## config.mk

```make
export PLATFORM = sky130hd
export DESIGN_NAME = if_id_queue
export DESIGN_NICKNAME = d
export VERILOG_FILES = /design/src/rtl/if_id_queue.sv
export SDC_FILE = /design/constraint.sdc
export NUM_CORES = 1
export LEC_CHECK = 0
export CAP_MARGIN = 20
export CELL_PAD_IN_SITES_DETAIL_PLACEMENT = 1
export CELL_PAD_IN_SITES_GLOBAL_PLACEMENT = 1
export CORE_ASPECT_RATIO = 0.75
export CORE_UTILIZATION = 43
export DETAILED_ROUTE_END_ITERATION = 8
export PLACE_DENSITY = 0.73
export SLEW_MARGIN = 20
export SYNTH_ARGS = -nofsm -noshare
export SYNTH_HDL_FRONTEND = slang
export SYNTH_SLANG_ARGS = --single-unit
```

## constraint.sdc

```tcl
create_clock -name clk -period 2.4 [get_ports clk]
set_input_delay 0.6 -clock clk [delete_from_list [all_inputs] [get_ports clk]]
set_output_delay 0.6 -clock clk [all_outputs]
set_load 0.01 [all_outputs]
```

## src/rtl/if_id_queue.sv

```systemverilog
// ============================================================================
//  Module   : if_id_queue
//  Brief    : Decoupling FIFO between the IF and ID pipeline stages. Holds
//             (PC+4, instruction) pairs, presents the head with a registered
//             one-cycle first-word latency, and drains instantly on flush.
//  Revision : 1.0  initial release
// ============================================================================
`default_nettype none

module if_id_queue #(
  parameter int                PC_W   = 12,
  parameter int                INSN_W = 32,
  parameter int                DEPTH  = 4,
  parameter logic [INSN_W-1:0] NOP    = '0
) (
  input  logic                       clk,
  input  logic                       rst,
  input  logic                       in_valid,
  input  logic [PC_W-1:0]            in_pc_4,
  input  logic [INSN_W-1:0]          in_insn,
  output logic                       in_ready,
  input  logic                       flush,
  input  logic                       out_ready,
  output logic                       out_valid,
  output logic [PC_W-1:0]            out_pc_4,
  output logic [INSN_W-1:0]          out_insn,
  output logic [$clog2(DEPTH):0]     count
);

  localparam int PTR_W = $clog2(DEPTH);
  localparam int CNT_W = PTR_W + 1;
  localparam logic [CNT_W-1:0] c_DEPTH = CNT_W'(DEPTH);

  // Storage is intentionally left unreset; occupancy alone defines validity.
  logic [PC_W-1:0]   r_mem_pc   [DEPTH];
  logic [INSN_W-1:0] r_mem_insn [DEPTH];

  logic [PTR_W-1:0]  r_wr_ptr;
  logic [PTR_W-1:0]  r_rd_ptr;
  logic [CNT_W-1:0]  r_count;

  logic              w_in_ready;
  logic              w_out_valid;
  logic              w_push;
  logic              w_pop;

  // Handshake qualifiers derive only from registered occupancy, so there is
  // no combinational path from out_ready to in_ready or from in_* to out_*.
  assign w_in_ready  = (r_count < c_DEPTH);
  assign w_out_valid = (r_count != '0);
  assign w_push      = in_valid  && w_in_ready  && !flush && !rst;
  assign w_pop       = out_ready && w_out_valid && !flush && !rst;

  // Pointer and occupancy update: reset beats flush, flush beats push/pop.
  always_ff @(posedge clk) begin
    if (rst) begin
      r_wr_ptr <= '0;
      r_rd_ptr <= '0;
      r_count  <= '0;
    end else if (flush) begin
      r_wr_ptr <= '0;
      r_rd_ptr <= '0;
      r_count  <= '0;
    end else begin
      if (w_push) begin
        r_wr_ptr <= r_wr_ptr + 1'b1;
      end
      if (w_pop) begin
        r_rd_ptr <= r_rd_ptr + 1'b1;
      end
      case ({w_push, w_pop})
        2'b10:   r_count <= r_count + 1'b1;
        2'b01:   r_count <= r_count - 1'b1;
        default: r_count <= r_count;
      endcase
    end
  end

  // Entry storage write at the tail slot on an accepted push.
  always_ff @(posedge clk) begin
    if (w_push) begin
      r_mem_pc[r_wr_ptr]   <= in_pc_4;
      r_mem_insn[r_wr_ptr] <= in_insn;
    end
  end

  // Head presentation: real entry when occupied, otherwise a zero PC and NOP.
  always_comb begin
    out_pc_4 = '0;
    out_insn = NOP;
    if (w_out_valid) begin
      out_pc_4 = r_mem_pc[r_rd_ptr];
      out_insn = r_mem_insn[r_rd_ptr];
    end
  end

  assign in_ready  = w_in_ready;
  assign out_valid = w_out_valid;
  assign count     = r_count;

endmodule

`default_nettype wire

```

==> results.md, run 1 <==
- Violated checks: negative setup slack
- Worst hold path type: reg2reg
- HPWL Detailed: around 9.2 mm
- Leak: 3.26 nW
- Met2 Track Usage GR: 32.3%
- Post-route ant nets: 0
- Routed wire length: ~16 mm
- Logic pwr share: under 10%
- CTS Hold Bufs: 0
- Commonest non-fill, non-tap cell in the layout: edfxtp_1
- Rel. slew slack: between 70% and 80%
- Clock Skews: around 0.0086 ns
- Most area-consuming cells after synthesis: edfxtp_1, mux4_2, nor2b_1, dfxtp_1, mux4_1
- Vias/cell: 5.19
- Cell count after synthesis: 333
- Clk pwr share: between 40 and 50%
- Clock latency on the worst-skew pair: 0.43 ns
- Core box area: ~16000 um2
- Max Clock Freq: a little under 0.4 GHz
- Worst Setup End Kind: primary output
- Crit Path Max Fanout: 7
- Total CTS buffers: 17
- Clock-pin slew on the worst setup and hold paths: about 0.070 ns
- Final instance area: between 9000 and 10000 um2
- Flop pwr share: 53.4%
- Root buffer cell: clkbuf_16
- Overflow after GRT: 0
- Post-Syn Area: just over 7000 um2
- Largest net degree at the start of global routing: 31
- Setup violations, final: 43
- Tot GR Track Use: 20.1%
- Mapped Nets: 388
- Layout cells sized above 1: between 40% and 50%
- Hold_ws: 0.567 ns
- Worst Tran Pin Value: approximately 0.36 ns
- DRC violations left: 0
- Net Sw Frac: between 10% and 20%
- Met1 Track Usage GR: 26.7%
- Starting density of the core: ~45%
- CTS tree: built
- IO Pins: between 90 and 100
- Die Wd: roughly 150 um
- Diodes inserted: 0
- Max-cap viol count: 0
- Worst setup path class: reg2out
- RR Startpoint: count[2]$_SDFFE_PP0P_
- Vias in the first global route: 3975
- Clock Sinks: 185
- WP data required: 1.80 ns
- Setup WS post-layout: -0.141 ns
- Predominant post-synthesis flop cell: edfxtp_1
- P per Cell Area: ~690 nW/um2
- Internal Power: between 0.005 and 0.006 W
- Initial antenna violation count: 0
- Critical path arrival: between 1.5 and 2 ns
- Syn Area/Cell: 21.7 um2
- VDD IR-drop max: approximately 440 uV
- Grt peak-use layer: met2
- Max H-tree Level: 4
- IO Port Bufs: 97
- Die height: 114 um
- Final #Nets: 534
- Core Rows: 40
- Worst-case clock buffer depth: 2
- CP startpoint kind: flop
- Final GP Congestion: around 0.72
- Final hold violation count: 0
- Worst hold path startpoint: r_rd_ptr[1]$_SDFFE_PP0P_
- First-pass GRT wire length: between 20 and 25 mm
- Drt pass-1 iters: 4
- Post-synth EDFFs: between 150 and 200
- Final period utilization: 106%
- Post-synth top area share: around 73%
- Status: complete, but fails checks
- RSZ-0062 raised after global routing: yes
- Most frequent cells in the layout: edfxtp_1, clkdlybuf4s50_1, mux4_2, buf_6, nor2b_4
- Async SR Flop Fraction: 0%
- Fin crit period: ~2.5 ns
- Die footprint: around 17000 um2
- #FFs+latches synth: around 190
- Leading area contributor after synthesis: edfxtp_1
- DR iter-0 viols: between 200 and 250
- DP Area: a little under 9000 um2
- M3 GR Usage: approximately 6.1%
- Yosys warns: 0
- DR vias: between 3000 and 4000
- Sequential share of the synthesized area: about three quarters
- Layout Area Growth over Synthesis: 34.0%
- Synth cell types: 27
- Routed wire per std cell: roughly 23 um
- Sw Pwr: 0.00133 W
- Fin. max-slew vios: 0
-- synthesized netlist by cell type (all sizes together), types with 3 or more instances --
cell type and instances:
nor2 7, mux4 44, dfxtp 9, clkbuf 5, inv 8, ha 5, edfxtp 176, nor2b 45
and2 4, xor2 3, a21oi 3, buf 11
-- metal layers --
| layer | vias to the layer above | wire length, um | share of wire (%) |
|---|---|---|---|
| li1 | 1619 | - | - |
| met1 | 1914 | 7140 | 44 |
| met2 | 96 | 8030 | 49 |
| met3 | 15 | 910 | 5.6 |
| met4 | 0 | 187 | 1.1 |
| met5 | - | 0 | 0 |
-- path summary, 6_finish.rpt --
kind | to | slack [ns] | cells past startpoint
worst max-delay path | out_insn[7] | -0.14 | 5
worst min-delay path | flop | 0.57 | 2
worst max register to register | count[2]$_SDFFE_PP0P_ | 0.47 | 8
worst min register to register | flop | 0.57 | 2
-- sequential cells by signal (all words and copies together), names as in the netlist, named ones only --
signal	cells
count	3
r_mem_insn	128
r_mem_pc	48
r_rd_ptr	2
r_wr_ptr	2
-- power by group through the flow --
stage	registers, W	clock network (W)	logic (W)
2_1_floorplan	0.00364	0	0.0000843
3_3_place_gp	0.00364	0	0.000246
3_5_place_dp	0.00365	0	0.000258
4_1_cts	0.00358	0.00288	0.000285
5_1_grt	0.00358	0.00299	0.000313
6_report	0.00358	0.00282	0.000293
-- logic make-up (layout without fill, tap and decap cells) --
| group | count (synthesis) | in the layout | share of synthesized area (%) |
|---|---|---|---|
| DFF | 185 | 185 | 75.6 |
| xor gates and xnor gates | 4 | 4 | 0.485 |
| buffers and inverters | 24 | 183 | 2.41 |
| AOI/OAI and AO/OA | 7 | 7 | 0.554 |
| muxes | 44 | 44 | 13.9 |
| adders and majority gates | 6 | 6 | 1.14 |
| and+or+nand+nor | 63 | 63 | 5.87 |
-- worst max-delay path, stage by stage (launching register included) --
cell and delay [ns]:
dfxtp_4 0.46, buf_12 0.16, buf_6 0.11, mux4_2 0.51, nor2b_4 0.15, buf_6 0.12
-- final cells by class --
class	instances	area, um2
flip-flops and latches	185	5470
multi-input cells	124	1760
fillers	1397	6530
inverters	8	30.0
clock inverters	15	173
clock buffers	17	425
well taps	210	263
repair buffers	143	1560
-- through the flow --
stage | cells | setup TNS, ns | setup WS [ns] | total power (W) | utilization [%]
final | 702 | -2.95 | -0.141 | 0.00669 | 59.7
after global routing | 702 | -6.43 | -0.207 | 0.00688 | 59.7
after CTS | 702 | -5.46 | -0.195 | 0.00674 | 59.2
after detailed placement | 648 | -0.639 | -0.390 | 0.00390 | 53.6
after global placement | 648 | -0.329 | -0.271 | 0.00389 | 53.6
after floorplan | 333 | 0 | 0.0139 | 0.00373 | -
-- what timing repair did --
| action | in CTS | in global routing |
|---|---|---|
| pin swaps | 1 | 1 |
| resized for setup | 233 | 36 |
| buffers inserted | 19 | 2 |
| cloned | 4 | 0 |
| endpoints found under the setup margin | 45 | 46 |
No activity file was read; power rests on OpenSTA's default activity.
==> run 2, diff against run 1 <==
--- a/config.mk
+++ b/config.mk
@@ -8,7 +8,6 @@
 export CAP_MARGIN = 20
 export CELL_PAD_IN_SITES_DETAIL_PLACEMENT = 1
 export CELL_PAD_IN_SITES_GLOBAL_PLACEMENT = 1
-export CORE_ASPECT_RATIO = 0.75
 export CORE_UTILIZATION = 43
 export DETAILED_ROUTE_END_ITERATION = 8
 export PLACE_DENSITY = 0.73
==> results.md, run 2 (synthesis gave the netlist of run 1 again) <==
- Status: complete, but fails checks
- Violated checks: negative setup slack
- Most frequent cells in the layout: edfxtp_1, clkdlybuf4s50_1, mux4_2, buf_6
- Setup WS post-layout: -0.0941 ns (+0.0467 ns)
- CP startpoint kind: flop
- First-pass GRT wire length: 23.2 mm (-3.6%)
- Max H-tree Level: 4 (unchanged)
- Fin. max-slew vios: 0 (unchanged)
- Reg with most FFs: r_mem_insn
- Critical path arrival: 1.89 ns (-0.05 ns)
- CTS Hold Bufs: 0 (unchanged)
- CTS tree: built
- Initial antenna violation count: 1 (+1)
- Clock-pin slew on the worst setup and hold paths: 0.06 ns (about the same)
- Sw Pwr: 0.00122 W (-7.9%)
- Max-cap viol count: 0 (unchanged)
- Clock latency on the worst-skew pair: 0.42 ns (about the same)
- Commonest non-fill, non-tap cell in the layout: edfxtp_1
- Drt pass-1 iters: 4 (unchanged)
- Max stage delay on crit path: 0.51 ns (about the same)
- Layout Area Growth over Synthesis: 33.3%
- Tot GR Track Use: 18.4% (-1.7 points)
- Clk pwr share: 41.2% (-1.0 points)
- DR vias: 3658 (+0.38%)
- Max Clock Freq: 0.401 GHz (+1.9%)
- Post-route ant nets: 0 (unchanged)
- Final std cells w/o fill: 711 (+1.3%)
- Die height: 132 um (+15%)
- Vias/cell: 5.14 (-0.89%)
- Final period utilization: 104% (-1.9 points)
- Worst hold path type: reg2reg
- Diodes inserted: 0 (unchanged)
- Routed wire length: 14.9 mm (-8.3%)
- Core Rows: 47 (+18%)
- Flop pwr share: 54.4% (+1.0 points)
- IO Port Bufs: 97 (unchanged)
- Worst Setup End Kind: primary output
- Hold path cells: 2 (unchanged)
- Clock Skews: 0.00524 ns (-0.00335 ns)
- Setup violations, final: 31 (-28%)
- Cells on worst reg2reg path: 8 (unchanged)
- Final GP Congestion: 0.726 (+1.3%)
- Worst-case clock buffer depth: 2 (unchanged)
- Largest net degree at the start of global routing: 24 (-23%)
- Slowest cell on the critical path: mux4_2
- WP data required: 1.80 ns (about the same)
- FILL cells: 1435 (+2.7%)
- Leak: 3.25 nW (-0.42%)
- IO Pins: 98 (unchanged)
- Total CTS buffers: 17 (unchanged)
- Rel. slew slack: 73.7% (-2.3 points)
- Fin crit period: 2.49 ns (-0.0467 ns)
- Clock Sinks: 185 (unchanged)
- HPWL Detailed: 8.82 mm (-4.4%)
- Vias in the first global route: 4026 (+1.3%)
- RR Startpoint: count[0]$_SDFFE_PP0P_
- VDD IR-drop max: 484 uV (+11%)
- Core box area: 16500 um2 (+1.9%)
- Final hold violation count: 0 (unchanged)
- Layout cells sized above 1: 38.9% (-3.4 points)
- Crit Path Max Fanout: 8 (+1)
- Largest register FFs: 128 (unchanged)
- Starting density of the core: 43.7% (-0.83 points)
- DRC violations left: 0 (unchanged)
- Critical path's most frequent cell: buf_12
- Die Wd: 132 um (-13%)
- Worst Tran Pin Value: 0.392 ns (+0.0336 ns)
- Reg-to-reg setup timing slack: 0.37 ns (-0.10 ns)
- Worst hold path startpoint: r_rd_ptr[1]$_SDFFE_PP0P_
- Die footprint: 17300 um2 (about the same)
- P per Cell Area: 682 nW/um2 (-1.3%)
- Power, Total: 0.00657 W (-1.9%)
- Layout Utilization: 58.3% (-1.5 points)
- Placed cells: 662 (+2.2%)
- Root buffer cell: clkbuf_16
- Logic pwr share: 4.3% (about the same)
- Worst setup path class: reg2out
- Overflow after GRT: 0 (unchanged)
- DR iter-0 viols: 214 (-2.7%)
- Net Sw Frac: 18.6% (-1.2 points)
- Worst R2R End: count[2]$_SDFFE_PP0P_
- Cell Chain, Critical Path: buf_12 -> buf_12 -> mux4_2 -> nor2b_1 -> buf_2
- Final #Nets: 533 (-0.19%)
- RSZ-0062 raised after global routing: yes
- Routed wire per std cell: 21.0 um (-9.5%)
- Internal Power: 0.00535 W (-0.37%)
-- run 2: what timing repair did --
| action | CTS | global route |
|---|---|---|
| gates resized for setup | 208 | 39 |
| pin swaps | 1 | 0 |
| endpoints found under the setup margin | 45 | 43 |
| setup buffers | 12 | 3 |
| gates cloned | 4 | 0 |
-- run 2: critical path: cells and delay by family (launching register included) --
kind | cells | cell delay, ns
flip-flops | 1 | 0.42
buffers and inverters | 3 | 0.41
multiplexers | 1 | 0.51
AND/OR/NAND/NOR | 1 | 0.14
-- run 2: worst max-delay path by stage --
stage / slack [ns] / from / end / depth (start not counted)
after CTS: -0.13 / flop / out_insn[8] / 5
after floorplan: 0.01 / flush / count[2]$_SDFFE_PP0P_ / 9
after detailed placement: -0.34 / flush / count[2]$_SDFFE_PP0P_ / 9
final: -0.09 / flop / out_insn[8] / 5
after global routing: -0.16 / flop / out_insn[8] / 5
after global placement: -0.25 / flush / count[2]$_SDFFE_PP0P_ / 9
-- run 2: per-stage QoR --
stage	worst slack, ns	hold WS (ns)	area, um2	setup TNS, ns
after floorplan	0.0139	0.459	7230	0
after global placement	-0.253	0.461	8770	-0.285
after detailed placement	-0.337	0.505	8770	-13.89
after CTS	-0.129	0.513	9530	-3.84
after global routing	-0.157	0.558	9630	-4.32
final	-0.0941	0.511	9630	-1.63
-- run 2: cell type report --
cell class                      instances  area [um2]  area share, %
Inverter                                8        30.0          0.312
Tap cell                              220         275           2.86
Timing Repair Buffer                  142        1570           16.3
Clock buffer                           21         440           4.57
Sequential cell                       185        5480           56.9
Multi-Input combinational cell        124        1710           17.8
Clock inverter                         11         129           1.34
-- run 2: metal layers --
metal  global-route usage (%)  wire, um
met3                     4.05       614
met5                        0        13
met1                     24.6      6620
met2                     29.9      7490
met4                     6.40       174
-- run 2: power by group through the flow --
stage          registers (W)  logic [W]  clock network [W]
3_3_place_gp         0.00364   0.000251                  0
3_5_place_dp         0.00365   0.000263                  0
5_1_grt              0.00358   0.000305            0.00286
2_1_floorplan        0.00364  0.0000843                  0
4_1_cts              0.00358   0.000279            0.00277
6_report             0.00358   0.000285            0.00271
